File: src/rtl/mem_arbiter.sv
// mem_arbiter
//   Serialises multi-byte load/store requests from the load-store buffer and
//   burst line fills from the fetch path onto a byte-wide RAM port with a
//   one-cycle read latency. Read bytes are assembled little-endian, write
//   words are split into bytes, and writes to the I/O region stall while the
//   I/O buffer is full. An in-flight fetch burst can be aborted by a flush.
//
// Parameters
//   LINE_BYTES  bytes per fetch burst (power of two, 4..64)
//   IO_ADDR_HI  value of addr[17:16] that marks the I/O region
//
// Ports
//   clk_in, rst_in          clock, synchronous active-high reset
//   mem_din/mem_dout        RAM read byte / RAM write byte
//   mem_a, mem_wr           RAM byte address, write strobe
//   io_buffer_full          I/O sink cannot accept a write
//   lsb_req/wr/size/addr/wdata, lsb_rdata, lsb_done     load-store client
//   fetch_req/addr/flush, fetch_data, fetch_done         line-fill client
//
// Build option
//   MEM_ARB_RR_EN  defined: round-robin arbitration between the two clients;
//                  undefined: the load-store client always wins.
module mem_arbiter #(
  parameter int         LINE_BYTES = 16,
  parameter logic [1:0] IO_ADDR_HI = 2'b11
) (
  input  logic                    clk_in,
  input  logic                    rst_in,
  input  logic [7:0]              mem_din,
  output logic [7:0]              mem_dout,
  output logic [31:0]             mem_a,
  output logic                    mem_wr,
  input  logic                    io_buffer_full,
  input  logic                    lsb_req,
  input  logic                    lsb_wr,
  input  logic [1:0]              lsb_size,
  input  logic [31:0]             lsb_addr,
  input  logic [31:0]             lsb_wdata,
  output logic [31:0]             lsb_rdata,
  output logic                    lsb_done,
  input  logic                    fetch_req,
  input  logic [31:0]             fetch_addr,
  input  logic                    fetch_flush,
  output logic [LINE_BYTES*8-1:0] fetch_data,
  output logic                    fetch_done
);

  localparam int CW = $clog2(LINE_BYTES) + 1;
  localparam logic [31:0] OFF_MASK = 32'(LINE_BYTES - 1);

  typedef enum logic [2:0] {IDLE, READ, DRAIN, WRITE, DONE} state_t;

  state_t                  state_q, state_d;
  logic [31:0]             base_q, base_d;
  logic [CW-1:0]           cnt_q, cnt_d;
  logic [CW-1:0]           len_q, len_d;
  logic                    is_fetch_q, is_fetch_d;
  logic [31:0]             wdata_q, wdata_d;
  logic [31:0]             lsb_rdata_q, lsb_rdata_d;
  logic [LINE_BYTES*8-1:0] fetch_data_q, fetch_data_d;
`ifdef MEM_ARB_RR_EN
  logic                    prio_fetch_q, prio_fetch_d;
`endif

  logic          fetch_ok;
  logic          pick_fetch;
  logic          last_byte;
  logic          stall;
  logic [CW-1:0] cap_idx;
  logic [CW+2:0] cap_bit;

  assign lsb_rdata  = lsb_rdata_q;
  assign fetch_data = fetch_data_q;

  // Next-state, datapath and RAM-port outputs. The RAM port is driven only
  // while a byte is actually being issued; everywhere else it reads as zero.
  always_comb begin
    state_d      = state_q;
    base_d       = base_q;
    cnt_d        = cnt_q;
    len_d        = len_q;
    is_fetch_d   = is_fetch_q;
    wdata_d      = wdata_q;
    lsb_rdata_d  = lsb_rdata_q;
    fetch_data_d = fetch_data_q;
`ifdef MEM_ARB_RR_EN
    prio_fetch_d = prio_fetch_q;
`endif
    mem_a      = 32'd0;
    mem_wr     = 1'b0;
    mem_dout   = 8'd0;
    lsb_done   = 1'b0;
    fetch_done = 1'b0;

    // A fetch that arrives together with a flush is never accepted.
    fetch_ok = fetch_req && !fetch_flush;
`ifdef MEM_ARB_RR_EN
    pick_fetch = fetch_ok && (!lsb_req || prio_fetch_q);
`else
    pick_fetch = fetch_ok && !lsb_req;
`endif

    last_byte = (cnt_q == len_q - CW'(1));
    stall     = (base_q[17:16] == IO_ADDR_HI) && io_buffer_full;

    // RAM data lags its address by one cycle, so the byte arriving now
    // belongs to the address issued when the counter was one lower.
    cap_idx = cnt_q - CW'(1);
    cap_bit = {cap_idx, 3'b000};
    if ((state_q == READ && cnt_q != '0) || state_q == DRAIN) begin
      if (is_fetch_q) begin
        fetch_data_d[cap_bit +: 8] = mem_din;
      end else begin
        lsb_rdata_d[{cap_idx[1:0], 3'b000} +: 8] = mem_din;
      end
    end

    case (state_q)
      IDLE: begin
        if (lsb_req && !pick_fetch) begin
          base_d     = lsb_addr;
          cnt_d      = '0;
          is_fetch_d = 1'b0;
          wdata_d    = lsb_wdata;
          case (lsb_size)
            2'd0:    len_d = CW'(1);
            2'd1:    len_d = CW'(2);
            default: len_d = CW'(4);
          endcase
          if (lsb_wr) begin
            state_d = WRITE;
          end else begin
            // Cleared up front so the unused upper bytes read as zero.
            lsb_rdata_d = 32'd0;
            state_d     = READ;
          end
        end else if (pick_fetch) begin
          base_d     = fetch_addr & ~OFF_MASK;
          cnt_d      = '0;
          len_d      = CW'(LINE_BYTES);
          is_fetch_d = 1'b1;
          state_d    = READ;
        end
      end
      READ: begin
        mem_a = base_q + 32'(cnt_q);
        cnt_d = cnt_q + CW'(1);
        if (last_byte) begin
          state_d = DRAIN;
        end
        if (is_fetch_q && fetch_flush) begin
          state_d = IDLE;
        end
      end
      DRAIN: begin
        state_d = DONE;
        if (is_fetch_q && fetch_flush) begin
          state_d = IDLE;
        end
      end
      WRITE: begin
        mem_a    = base_q + 32'(cnt_q);
        mem_dout = wdata_q[{cnt_q[1:0], 3'b000} +: 8];
        if (!stall) begin
          mem_wr = 1'b1;
          cnt_d  = cnt_q + CW'(1);
          if (last_byte) begin
            state_d = DONE;
          end
        end
      end
      DONE: begin
        state_d = IDLE;
        if (is_fetch_q) begin
          if (!fetch_flush) begin
            fetch_done = 1'b1;
`ifdef MEM_ARB_RR_EN
            prio_fetch_d = 1'b0;
`endif
          end
        end else begin
          lsb_done = 1'b1;
`ifdef MEM_ARB_RR_EN
          prio_fetch_d = 1'b1;
`endif
        end
      end
      default: state_d = IDLE;
    endcase
  end

  // State and datapath registers; reset also drops any burst in flight.
  always_ff @(posedge clk_in) begin
    if (rst_in) begin
      state_q      <= IDLE;
      base_q       <= 32'd0;
      cnt_q        <= '0;
      len_q        <= '0;
      is_fetch_q   <= 1'b0;
      wdata_q      <= 32'd0;
      lsb_rdata_q  <= 32'd0;
      fetch_data_q <= '0;
`ifdef MEM_ARB_RR_EN
      prio_fetch_q <= 1'b0;
`endif
    end else begin
      state_q      <= state_d;
      base_q       <= base_d;
      cnt_q        <= cnt_d;
      len_q        <= len_d;
      is_fetch_q   <= is_fetch_d;
      wdata_q      <= wdata_d;
      lsb_rdata_q  <= lsb_rdata_d;
      fetch_data_q <= fetch_data_d;
`ifdef MEM_ARB_RR_EN
      prio_fetch_q <= prio_fetch_d;
`endif
    end
  end

endmodule

File: config.mk
export PLATFORM = sky130hd
export DESIGN_NAME = mem_arbiter
export DESIGN_NICKNAME = d
export VERILOG_FILES = /design/src/rtl/mem_arbiter.sv
export SDC_FILE = /design/constraint.sdc
export NUM_CORES = 1
export LEC_CHECK = 0
export BUFFER_PORTS_ARGS = -buffer_cell sky130_fd_sc_hd__buf_2
export CORE_MARGIN = 5
export CORE_UTILIZATION = 49
export CTS_BUF_LIST = sky130_fd_sc_hd__clkbuf_8
export DETAILED_ROUTE_END_ITERATION = 8
export GPL_TIMING_DRIVEN = 0
export PLACE_DENSITY = 0.83
export SYNTH_ARGS = -nofsm -noshare
export SYNTH_HDL_FRONTEND = slang
export SYNTH_SLANG_ARGS = --single-unit
File: constraint.sdc
create_clock -name clk_in -period 3.3 [get_ports clk_in]
set_input_delay 0.66 -clock clk_in [delete_from_list [all_inputs] [get_ports clk_in]]
set_output_delay 0.66 -clock clk_in [all_outputs]
set_load 0.02 [all_outputs]
==> flow_summary.ini <==
[outcome]
status = finished, violations left
violations = setup timing

[finish]
drive_above_1_share_pct = 29.6
fin_cells = 1940
stdcell_area_um2 = 14500
area_growth_pct = 29.8
final_util_pct = 64.3
fin_nets = 1752
fill_cells = 1746

[cts]
cts_buffers = 39
h-tree-depth = 2
cts.reportedPaths.clkPinSlew_ns = 0.06
root_buffer = clkbuf_8
cts.sinks = 236
clock_path_buffers = 3
cts_tree = built
ctsHoldBuffers = 0
clk-insertion-delay-late_ns = 0.55

[timing]
min_period_ns = 3.39
fin_ws_ns = -0.0949
rsz0062_at_grt = yes
setup_tns_ns = -0.545
hold_violations = 0
fin_hold_ws_ns = 0.360
period_share_pct = 103
final_max_slew_viol_count = 0
slew_headroom_pct = 50.2
fmax_ghz = 0.295
tightestPinTransition_ns = 0.747
setup_violations = 10
fin_skew_ns = 0.0201

[detailed_routing]
wire_per_inst_um = 18.5
drt_iter0_markers = 765
drt-total-wl_um = 35900
vias_per_cell = 5.50
vias = 10674
drt_pre_antenna_iters = 5
ant_nets = 0
post-route-drc-count = 0

[hold_path]
worstHoldPathCells = 3
hp-start = lsb_wdata[10]
whs_endpoint = wdata_q[10]
hold_path_class = in -> reg

[floorplan]
start_util_pct = 49.6
die_area_um2 = 25900
io_pins = 316
die_height_um = 161
coreArea_um2 = 22500
dieWidth_um = 161
num_rows = 55

[placed_design]
dp_cells = 1838
place_ws_ns = -0.669
port_buffers = 309
hpwl_um = 26900
place_area_um2 = 13100
place_congestion = 0.916

[pwr]
total_power_mw = 8.59
combinationalPowerShare_pct = 30.2
p_int_mw = 5.48
p_sw_mw = 3.12
irDropWorstVdd_mv = 0.446
power_frac_clock_pct = 30.4
p_per_area_nw_per_um2 = 594
seq_power_share_pct = 39.5
p_leak_nw = 6.38
switching_share_pct = 36.3

[synthesis]
ys.warnings.count = 0
netlist.area_leader.share_pct = 42.4
syn_nets = 1372
synth.yosys.seq_area_share_pct = 42.4
synthDistinctLibCells = 62
synth_seq_cells = 236
yosysTopAreaCell = dfxtp_1
syn_area_um2 = 11200
synth_area_per_cell_um2 = 8.97
ys_top_cells_by_count = 236 x dfxtp_1, 158 x nand2_1, 116 x mux2i_1
synth_cells = 1244
synth_edf_count = 0
synthFlopType = dfxtp_1
synth_most_common_cell = dfxtp_1
synthArstFlopShare_pct = 0
yosys-top-cells-area = dfxtp_1 42%, mux2i_1 10%, nand2b_1 6.2%

[grt]
grt_pass1_wl_um = 55800
grt_use_total_pct = 26.5
antenna_found_initial = 3
gr-total-overflow = 0
grt_max_degree = 13
grt_pass1_vias = 10704

[worst_setup_path]
ff2ff_setup_slack_ns = 0.16
worst-path-max-fanout = 8
worstPathArrival_ns = 2.73
cp-start-kind = register
reg2regPathDepth = 11
r2r_start = cnt_q[0]
crit_required_ns = 2.64
rr_endpoint = fetch_data[110]
cp-end-kind = output port
criticalPathCategory = reg -> out

[run]
drv_cap = 0
cells in the final DEF (no fill, tap or decap), types with 14 or more instances in the layout:
cell,n
inv_1,25
or3_1,38
mux2_2,16
buf_2,298
nor2_1,100
nand2_1,158
dfxtp_1,226
nand3_1,24
mux2i_1,116
clkbuf_1,61
nor2b_1,36
clkbuf_8,46
xnor2_1,16
xor2_1,18
a21oi_1,83
buf_4,40
a211oi_1,29
nor3_1,14
nand2b_1,111
layer usage:
layer	vias up	track usage, %	part of all wire (%)
li1	5033	-	-
met1	4946	31.6	39
met2	556	45.0	47
met3	139	6.31	9.2
met4	0	12.7	4.9
met5	-	0	0
cell families after synthesis:
kind of cell	count (synthesis)	share of synthesized area [%]
compound gates	160	8.64
xor+xnor	37	3.14
fa+ha+maj	15	1.75
buf+inv	97	3.53
flops	236	42.4
mux	148	14.4
simple gates	551	26.1
state kept, by name, summed over array words and instances, names as in the netlist:
signal	flops
base_q	32
cnt_q	5
fetch_data	128
len_q	4
lsb_rdata	32
state_q	3
wdata_q	32
what timing repair did:
| item | 4_1_cts | 5_1_grt |
|---|---|---|
| pin swaps | 19 | 13 |
| setup buffers | 19 | 11 |
| gates resized for setup | 56 | 41 |
| gates cloned | 1 | 0 |
| endpoints found under the setup margin | 190 | 140 |
worst max-delay path by stage:
stage                        start             end  cells after the start
after floorplan           cnt_q[1]  fetch_data[40]                     10
after global placement    cnt_q[1]   fetch_data[7]                     10
after detailed placement  cnt_q[1]   fetch_data[6]                     10
after CTS                 cnt_q[0]       mem_a[20]                     10
after global routing      cnt_q[0]       mem_a[26]                     10
final                     cnt_q[0]       mem_a[20]                     10
layout make-up:
cell class	instances	area, um^2	share of cell area, %
Multi-Input combinational cell	911	6190	42.7
Sequential cell	236	4750	32.8
Timing Repair Buffer	340	1950	13.4
Clock buffer	46	633	4.37
Buffer	85	398	2.75
Tap cell	285	357	2.46
Clock inverter	23	154	1.06
Inverter	11	43.8	0.302
Antenna cell	3	7.51	0.0519
power by group through the flow:
stage	Sequential [mW]	Clock [mW]	Combinational [mW]
2_1_floorplan	3.38	0	1.70
3_3_place_gp	3.40	0	2.32
3_5_place_dp	3.42	0	2.37
4_1_cts	3.36	2.64	2.49
5_1_grt	3.42	2.78	2.83
6_report	3.39	2.61	2.59
worst max-delay path: stages, from the launching register on:
cell and delay [ns]:
dfxtp_4 0.36, ha_4 0.16, fa_2 0.36, a21o_1 0.17, a21o_1 0.19, a21oi_4 0.23
buf_6 0.17, nand3b_1 0.14, xor2_1 0.17, nor2_1 0.07, buf_4 0.18
Note: power is estimated with default switching activity, not from simulation.
